### src/rtl/seg_display_scan_if.sv
// Display-side bundle for seg_display_scan: datapath inputs and board pin outputs.
interface seg_display_scan_if #(
  parameter int unsigned DIGITS = 8
);
  logic [4*DIGITS-1:0] numb;
  logic [DIGITS-1:0]   dp;
  logic [DIGITS-1:0]   mask;
  logic [DIGITS-1:0]   blink;
  logic                error;
  logic [3:0]          bright;
  logic [DIGITS-1:0]   anodes;
  logic [7:0]          cathodes;

  modport master (
    output numb, dp, mask, blink, error, bright,
    input  anodes, cathodes
  );

  modport slave (
    input  numb, dp, mask, blink, error, bright,
    output anodes, cathodes
  );
endinterface

### src/rtl/seg_display_scan.sv
// Multiplexed common-anode 7-segment scanner with frame snapshot, blink,
// PWM brightness and a fixed "Err" message.
module seg_display_scan #(
  parameter int unsigned DIGITS        = 8,
  parameter int unsigned SCAN_DIV_LOG2 = 10,
  parameter int unsigned BLINK_TICKS   = 24414
) (
  input logic              clk,
  input logic              rst,
  seg_display_scan_if.slave bus
);
  localparam int unsigned IDX_W   = (DIGITS > 1) ? $clog2(DIGITS) : 1;
  localparam int unsigned BLINK_W = (BLINK_TICKS > 1) ? $clog2(BLINK_TICKS) : 1;
  localparam logic [IDX_W-1:0]   IDX_LAST   = IDX_W'(DIGITS - 1);
  localparam logic [BLINK_W-1:0] BLINK_LAST = BLINK_W'(BLINK_TICKS - 1);

  logic [SCAN_DIV_LOG2-1:0] pre_cnt;
  logic [IDX_W-1:0]         idx;
  logic [BLINK_W-1:0]       blink_cnt;
  logic                     phase;

  logic [4*DIGITS-1:0] numb_q;
  logic [DIGITS-1:0]   dp_q;
  logic [DIGITS-1:0]   mask_q;
  logic [DIGITS-1:0]   blink_q;
  logic                error_q;

  logic [DIGITS-1:0] anodes_q;
  logic [7:0]        cathodes_q;

  logic              tick_c;
  logic [DIGITS-1:0] anodes_d;
  logic [7:0]        cathodes_d;

  assign tick_c       = &pre_cnt;
  assign bus.anodes   = anodes_q;
  assign bus.cathodes = cathodes_q;

  function automatic logic [7:0] hex_font(input logic [3:0] n);
    logic [7:0] code;
    case (n)
      4'h0: code = 8'hC0;
      4'h1: code = 8'hF9;
      4'h2: code = 8'hA4;
      4'h3: code = 8'hB0;
      4'h4: code = 8'h99;
      4'h5: code = 8'h92;
      4'h6: code = 8'h82;
      4'h7: code = 8'hF8;
      4'h8: code = 8'h80;
      4'h9: code = 8'h90;
      4'hA: code = 8'h88;
      4'hB: code = 8'h83;
      4'hC: code = 8'hC6;
      4'hD: code = 8'hA1;
      4'hE: code = 8'h86;
      default: code = 8'h8E;
    endcase
    return code;
  endfunction

  // Timebase, digit index, blink phase and frame-end snapshot.
  always_ff @(posedge clk or posedge rst) begin
    if (rst) begin
      pre_cnt   <= '0;
      idx       <= '0;
      blink_cnt <= '0;
      phase     <= 1'b0;
      numb_q    <= '0;
      dp_q      <= '0;
      mask_q    <= '1;
      blink_q   <= '0;
      error_q   <= 1'b0;
    end else begin
      pre_cnt <= pre_cnt + 1'b1;
      if (tick_c) begin
        idx <= (idx == IDX_LAST) ? '0 : idx + 1'b1;
        if (blink_cnt == BLINK_LAST) begin
          blink_cnt <= '0;
          phase     <= ~phase;
        end else begin
          blink_cnt <= blink_cnt + 1'b1;
        end
        if (idx == IDX_LAST) begin
          numb_q  <= bus.numb;
          dp_q    <= bus.dp;
          mask_q  <= bus.mask;
          blink_q <= bus.blink;
          error_q <= bus.error;
        end
      end
    end
  end

  // Pin values for the current slot; anything not visible is fully dark.
  always_comb begin
    logic [3:0] nib;
    logic [7:0] font_code;
    logic       dp_sel;
    logic       mask_sel;
    logic       blink_sel;
    logic       en;
    logic       visible;

    nib        = '0;
    font_code  = 8'hFF;
    dp_sel     = 1'b0;
    mask_sel   = 1'b0;
    blink_sel  = 1'b0;
    visible    = 1'b0;
    anodes_d   = '1;
    cathodes_d = 8'hFF;

    for (int i = 0; i < int'(DIGITS); i++) begin
      if (idx == IDX_W'(i)) begin
        nib       = numb_q[4*i +: 4];
        dp_sel    = dp_q[i];
        mask_sel  = mask_q[i];
        blink_sel = blink_q[i];
      end
    end

    en = (pre_cnt[SCAN_DIV_LOG2-1 -: 4] <= bus.bright);

    if (error_q) begin
      if (en && !phase && (idx <= IDX_W'(2))) begin
        visible    = 1'b1;
        cathodes_d = (idx == IDX_W'(2)) ? 8'h86 : 8'hAF;
      end
    end else if (en && !mask_sel && !(blink_sel && phase)) begin
      visible    = 1'b1;
      font_code  = hex_font(nib);
      cathodes_d = {~dp_sel, font_code[6:0]};
    end

    if (visible) begin
      for (int i = 0; i < int'(DIGITS); i++) begin
        anodes_d[i] = (idx != IDX_W'(i));
      end
    end
  end

  always_ff @(posedge clk or posedge rst) begin
    if (rst) begin
      anodes_q   <= '1;
      cathodes_q <= 8'hFF;
    end else begin
      anodes_q   <= anodes_d;
      cathodes_q <= cathodes_d;
    end
  end
endmodule

### src/flat_wrapper.sv
// flat-port wrapper written by rule: the top's interface ports become plain ports
module seg_display_scan_flat 
#(
  parameter int unsigned DIGITS        = 8,
  parameter int unsigned SCAN_DIV_LOG2 = 10,
  parameter int unsigned BLINK_TICKS   = 24414
)
  (clk, rst, bus_numb, bus_dp, bus_mask, bus_blink, bus_error, bus_bright, bus_anodes, bus_cathodes);
  seg_display_scan_if #(.DIGITS(DIGITS)) bus_i ();
  input logic clk;
  input logic rst;
  input wire logic [$bits(bus_i.numb)-1:0] bus_numb;
  input wire logic [$bits(bus_i.dp)-1:0] bus_dp;
  input wire logic [$bits(bus_i.mask)-1:0] bus_mask;
  input wire logic [$bits(bus_i.blink)-1:0] bus_blink;
  input wire logic [$bits(bus_i.error)-1:0] bus_error;
  input wire logic [$bits(bus_i.bright)-1:0] bus_bright;
  output wire logic [$bits(bus_i.anodes)-1:0] bus_anodes;
  output wire logic [$bits(bus_i.cathodes)-1:0] bus_cathodes;
  assign bus_i.numb = bus_numb;
  assign bus_i.dp = bus_dp;
  assign bus_i.mask = bus_mask;
  assign bus_i.blink = bus_blink;
  assign bus_i.error = bus_error;
  assign bus_i.bright = bus_bright;
  assign bus_anodes = bus_i.anodes;
  assign bus_cathodes = bus_i.cathodes;
  seg_display_scan #(.DIGITS(DIGITS), .SCAN_DIV_LOG2(SCAN_DIV_LOG2), .BLINK_TICKS(BLINK_TICKS)) u_core (.clk(clk), .rst(rst), .bus(bus_i));
endmodule
### config.mk
export PLATFORM = sky130hd
export DESIGN_NAME = seg_display_scan_flat
export DESIGN_NICKNAME = d
export VERILOG_FILES = /design/src/rtl/seg_display_scan_if.sv /design/src/rtl/seg_display_scan.sv /design/src/flat_wrapper.sv
export SDC_FILE = /design/constraint.sdc
export NUM_CORES = 1
export LEC_CHECK = 0
export ABC_AREA = 1
export ABC_CLOCK_PERIOD_IN_PS = 3500
export CAP_MARGIN = 20
export CORE_AREA = 2 2 103 105
export CTS_CLUSTER_SIZE = 28
export DETAILED_ROUTE_END_ITERATION = 10
export DIE_AREA = 0 0 105 107
export GPL_TIMING_DRIVEN = 0
export PLACE_DENSITY = 0.89
export SLEW_MARGIN = 25
export SYNTH_ARGS = -nofsm -noshare
export SYNTH_HDL_FRONTEND = slang
export SYNTH_SLANG_ARGS = --single-unit
### constraint.sdc
create_clock -name clk -period 3.5 [get_ports clk]
set_input_delay 0.525 -clock clk [delete_from_list [all_inputs] [get_ports clk]]
set_output_delay 0.525 -clock clk [all_outputs]
set_load 0.02 [all_outputs]
; Word-level counts from Yosys, hierarchy flattened
; Memory sizes are Yosys's and may differ from the RTL's.
; Cells that the tools add are included.
[word_totals]
wordCells = 89
output_inout_bits = 16
in_bits = 63
reg_bits = 102
rom_bits = 112
n_memories = 1
[mem_list]
columns = memory, depth, word_bits, read_ports, rd_ports_with_merged_regs, wr, line_no
row1 = (no name shown), 16, 7, 1, 0, 0, seg_display_scan.sv:41  ; case (n)
[op_classes]
addsub = 3
reduce_logical = 13
n_eq_ne = 15
mux = 42
order_cmp = 2
bitwise = 2
[ops]
columns = op, n
row1 = $mux W4, 8
row2 = $mux W8, 4
row3 = $mux W1, 27
row4 = $reduce_and A11 Y1, 2
row5 = $add A15 B1 Y15 const B, 1
row6 = $eq A15 B15 Y1 const B, 1
row7 = $mux W15, 1
row8 = $eq A3 B3 Y1 const B, 4
row9 = $ne A3 B3 Y1 const B, 4
row10 = $add A10 B1 Y10 const B, 1
row11 = $reduce_and A10 Y1, 1
row12 = $eq A3 B2 Y1 const B, 2
row13 = $mux W6, 1
row14 = $ne A3 B2 Y1 const B, 2
row15 = $logic_and A1 B1 Y1, 5
row16 = $le A4 B4 Y1, 1
row17 = $add A3 B1 Y3 const B, 1
row18 = $eq A3 B1 Y1 const B, 1
row19 = $le A3 B2 Y1 const B, 1
row20 = $logic_not A1 Y1, 3
row21 = $logic_not A3 Y1, 1
row22 = $mux W3, 1
row23 = $ne A3 B1 Y1 const B, 1
row24 = $reduce_bool A3 Y1, 1
row25 = $not A1 Y1, 2

; Longest topological paths before layout
[logic_depth]
word_depth = 15
depth_mapped = 22
ltp_nobuf = 21

; Worst setup path after synthesis
; Ideal clock, no wire load.
[synth_path]
kind = reg-to-reg
from = reg u_core.idx[0]
to = reg u_core.cathodes_q[3] (netlist: u_core.bus.cathodes[3])
n_path_buf = 1
setup_ns = 0.062
required_ns = 3.438
path_stages_with_launch = 20
arrival_time_ns = 2.180
synth_period_minus_slack_ns = 2.242
path_slack_ns = 1.258
path_cell_list = dfrtp_1 > ha_1 > ha_1 > buf_2 > inv_2 > nand3_1 > nand3_1 > nand3_1 > nand2_1 > nand2_1 > nand2_1 > inv_1 > ha_1 > inv_1 > nand2_1 > nand2_1 > nand2_1 > nand3_1 > nand2_1 > nand2_1
[synth_between]
elab_chain_len = 14
word_cells_on_any_way = 44
classes_between = order compare: 1 / eq/ne: 7 / mux: 28 / reduce/logical: 7 / memory: 1
[synth_lines]
columns = element, line_no
row1 = start: declaration, seg_display_scan.sv:18  ; logic [IDX_W-1:0] idx;
row2 = start signal: assignment, seg_display_scan.sv:77  ; idx <= (idx == IDX_LAST) ? '0 : idx + 1'b1;
row3 = "parallel branches: the longest is 13 deep, another holds $mem_v2 Z16 W7", --
row4 = $mux W8 (*), seg_display_scan.sv:125  ; if (error_q) begin
row5 = net u_core.cathodes_d[3], seg_display_scan.sv:33  ; logic [7:0] cathodes_d;
row6 = end signal: assignment, seg_display_scan.sv:149  ; cathodes_q <= cathodes_d;
row7 = end: declaration, seg_display_scan.sv:29  ; logic [7:0] cathodes_q;
; Mark *: on every way through the listed nets, which the timed path passes.
; A chain may end at the register's enable or synchronous reset.

; Worst setup path in the final report
[layout_path]
from = reg u_core.idx[1]
to = reg u_core.cathodes_q[3] (netlist: u_core.bus.cathodes[3])
; Same word-level chain as after synthesis.

==> flow_summary.toml <==
[outcome]
status = "finished, final reports clean"

[cts]
cts_setup_buffers = 0
clockBufferDepth = 2
cts_max_level = 3
cts_resized = 0
cts_buffers = 9
root_buffer = "clkbuf_8"
clkLatencyLatePin_ns = 0.38
path_clk_slew_ns = 0.10
clkSinkCount = 102
holdBufCountCts = 0
cts_tree = "built"

[layout]
syn_to_final_growth_pct = 21.2
layout_commonest_cell = "nand2_1"
final_cells = 835
layout_common_cells = "nand2_1, inv_1, clkdlybuf4s50_1, dfrtp_1, nor2_1"
fin_nets = 777
diodes = 0
final_area_mm2 = 0.00663
drive_gt1_share_pct = 16.3
final_util_pct = 65.7
n_fill_cell = 844

[yosys]
synth_edf_count = 0
synthFlopType = "dfrtp_1"
synth-seq-cells = 102
synth_top_area_share_pct = 35.7
ys_top_cells_by_area = "dfrtp_1, dfstp_2, nand2_1"
syn_nets = 687
synth_async_sr_flop_share_pct = 100
yosysSeqAreaShare_pct = 47.2
yosysTopAreaCell = "dfrtp_1"
netlist_area_mm2 = 0.00547
avgSynthCellArea_um2 = 9.05
yosys_warnings = 0
yosysUniqueCellTypes = 42
syn_inst = 604

[sta]
finalCritPeriodShare_pct = 82.3
finalSetupViolCount = 0
final_hold_viol_count = 0
slew_headroom_pct = 51.9
period_needed_ns = 2.88
rsz0062_at_grt = "no"
finClkSkew_ns = 0.0139
fmax_mhz = 347
worst_slack_ns = 0.618
finalSetupTns_ns = 0
drv_slew = 0
tightest_slew_ns = 0.715
holdWs_ns = 0.484

[critical_path]
crit_slowest_cell = "dfrtp_1"
critPathLaunch = "u_core.idx[1]"
required_ns = 3.81
crit_chain = "inv_1 -> ha_1 -> inv_1 -> nor2_2 -> nand2_1 -> nand3_1 -> nand3_1 -> nand3_1 -> nand3_1 -> nand2_1 -> nand2_1 -> nand2_1 -> inv_1 -> ha_1 -> inv_1 -> nand2_1 -> nand2_1 -> nand2_1 -> nand3_1 -> nand2_1 -> nand2_1"
path_max_fanout = 7
crit_family = "simple AND/OR/NAND/NOR gates"
path_buf_inv = 4
cp_common_cell = "nand2_1"
start_kind = "flop"
max_stage_delay_ns = 0.42
critPathCaptureType = "flop"
r2r-start = "u_core.idx[1]"
worstSetupPathType = "reg2reg"
worst-endpoint-arrival_ns = 3.20

[floorplan]
core_area_mm2 = 0.0101
rows = 37
start_util_pct = 54.2
die_x_um = 105
die_area_mm2 = 0.0112
die_h_um = 107
ioPinCount = 79

[global_routing]
antenna_found_initial = 0
grt_remaining_overflow = 0
grt_max_degree = 56
grt_pass1_wl_um = 21100
grt_usage_pct = 23.9
grt_pass1_vias = 4505

[run]
maxCapViolations = 0

[place]
placed_area_mm2 = 0.00645
place.gp.congestion = 0.861
numPlacedInstances = 819
pre_cts_ws_ns = 0.704
place_hpwl_um = 9920
port_buffers = 78

[worst_hold_path]
hp-class = "reg2reg"
hold_path_startpoint = "u_core.dp_q[7]"

[power_and_ir_drop]
finalPower_mw = 2.18
irDropWorstVdd_mv = 0.210
leakage_nw = 3.21
powerDensity_mw_per_mm2 = 330

[drt]
avgViaCountPerCell = 5.28
drtAntennaViolNets = 0
vias = 4408
drc = 0
wl_um = 12900
initialDrtViolationCount = 291
wl_per_cell_um = 15.4
drtPass1Iterations = 5
==> cell type report <==
type	count	area, um^2	area share [%]
Inverter	93	357	5.38
Clock inverter	6	47.5	0.717
Buffer	15	121	1.83
Timing Repair Buffer	79	808	12.2
Clock buffer	10	128	1.93
Tap cell	136	170	2.57
Multi-Input combinational cell	394	2410	36.4
Sequential cell	102	2580	39.0
==> per-layer routing <==
metal  share of wire [%]  track usage [%]  vias to the layer above
met3                 5.0             3.22                       22
li1                    -                -                     2119
met4                 1.9             9.43                        0
met1                  42             30.5                     2133
met2                  51             41.3                      134
met5                   0                0                        -
==> cell families after synthesis <==
logic type | Yosys count | synth area share, %
adder cells (fa/ha/maj) | 20 | 4.58
multiplexers | 33 | 8.85
buffers and inverters | 108 | 8.65
XOR/XNOR | 9 | 1.44
AO/OA/AOI/OAI | 75 | 7.62
AND/OR/NAND/NOR | 257 | 21.6
flip-flops | 102 | 47.2
==> sequential cells by signal, summed over array words and instances (netlist names) <==
name,count
u_core.bus.cathodes,8
u_core.pre_cnt,10
u_core.phase,1
u_core.error_q,1
u_core.blink_cnt,15
u_core.bus.anodes,8
u_core.mask_q,8
u_core.blink_q,8
u_core.numb_q,32
u_core.idx,3
u_core.dp_q,8
==> power breakdown <==
part | switching [mW] | internal (mW)
sequential | 0.0198 | 1.23
clock | 0.433 | 0.265
combinational | 0.111 | 0.128
total | 0.563 | 1.62
==> worst paths after layout <==
path / slack [ns] / depth (start not counted) / endpoint
max in group asynchronous: 2.30 / 3 / u_core.bus.anodes[0]
setup / recovery: 0.62 / 21 / u_core.bus.cathodes[3]
hold / removal: 0.48 / 1 / u_core.bus.cathodes[7]
hold reg to reg: 0.48 / 1 / u_core.bus.cathodes[7]
setup reg to reg: 0.62 / 21 / u_core.bus.cathodes[3]
min in group asynchronous: 0.54 / 2 / u_core.pre_cnt[5]
==> synth_stat cells, types with 3 or more instances <==
library cell  number
nor4_1             3
dfstp_2           24
buf_2              4
nor2_1            52
nand2_4            3
nand2_1          122
nor2_2             4
o211ai_1           5
nand4_1            8
mux2_2             3
nand2_2            4
nand3_2            3
mux2_4            30
inv_1             88
nor3_1            11
o21ai_0           21
inv_2              4
dfrtp_1           78
a21oi_1           39
nand3_1           35
ha_1              20
xor2_1             9
nor3_2             3
buf_6              7
Note: power is estimated with default switching activity, not from simulation.
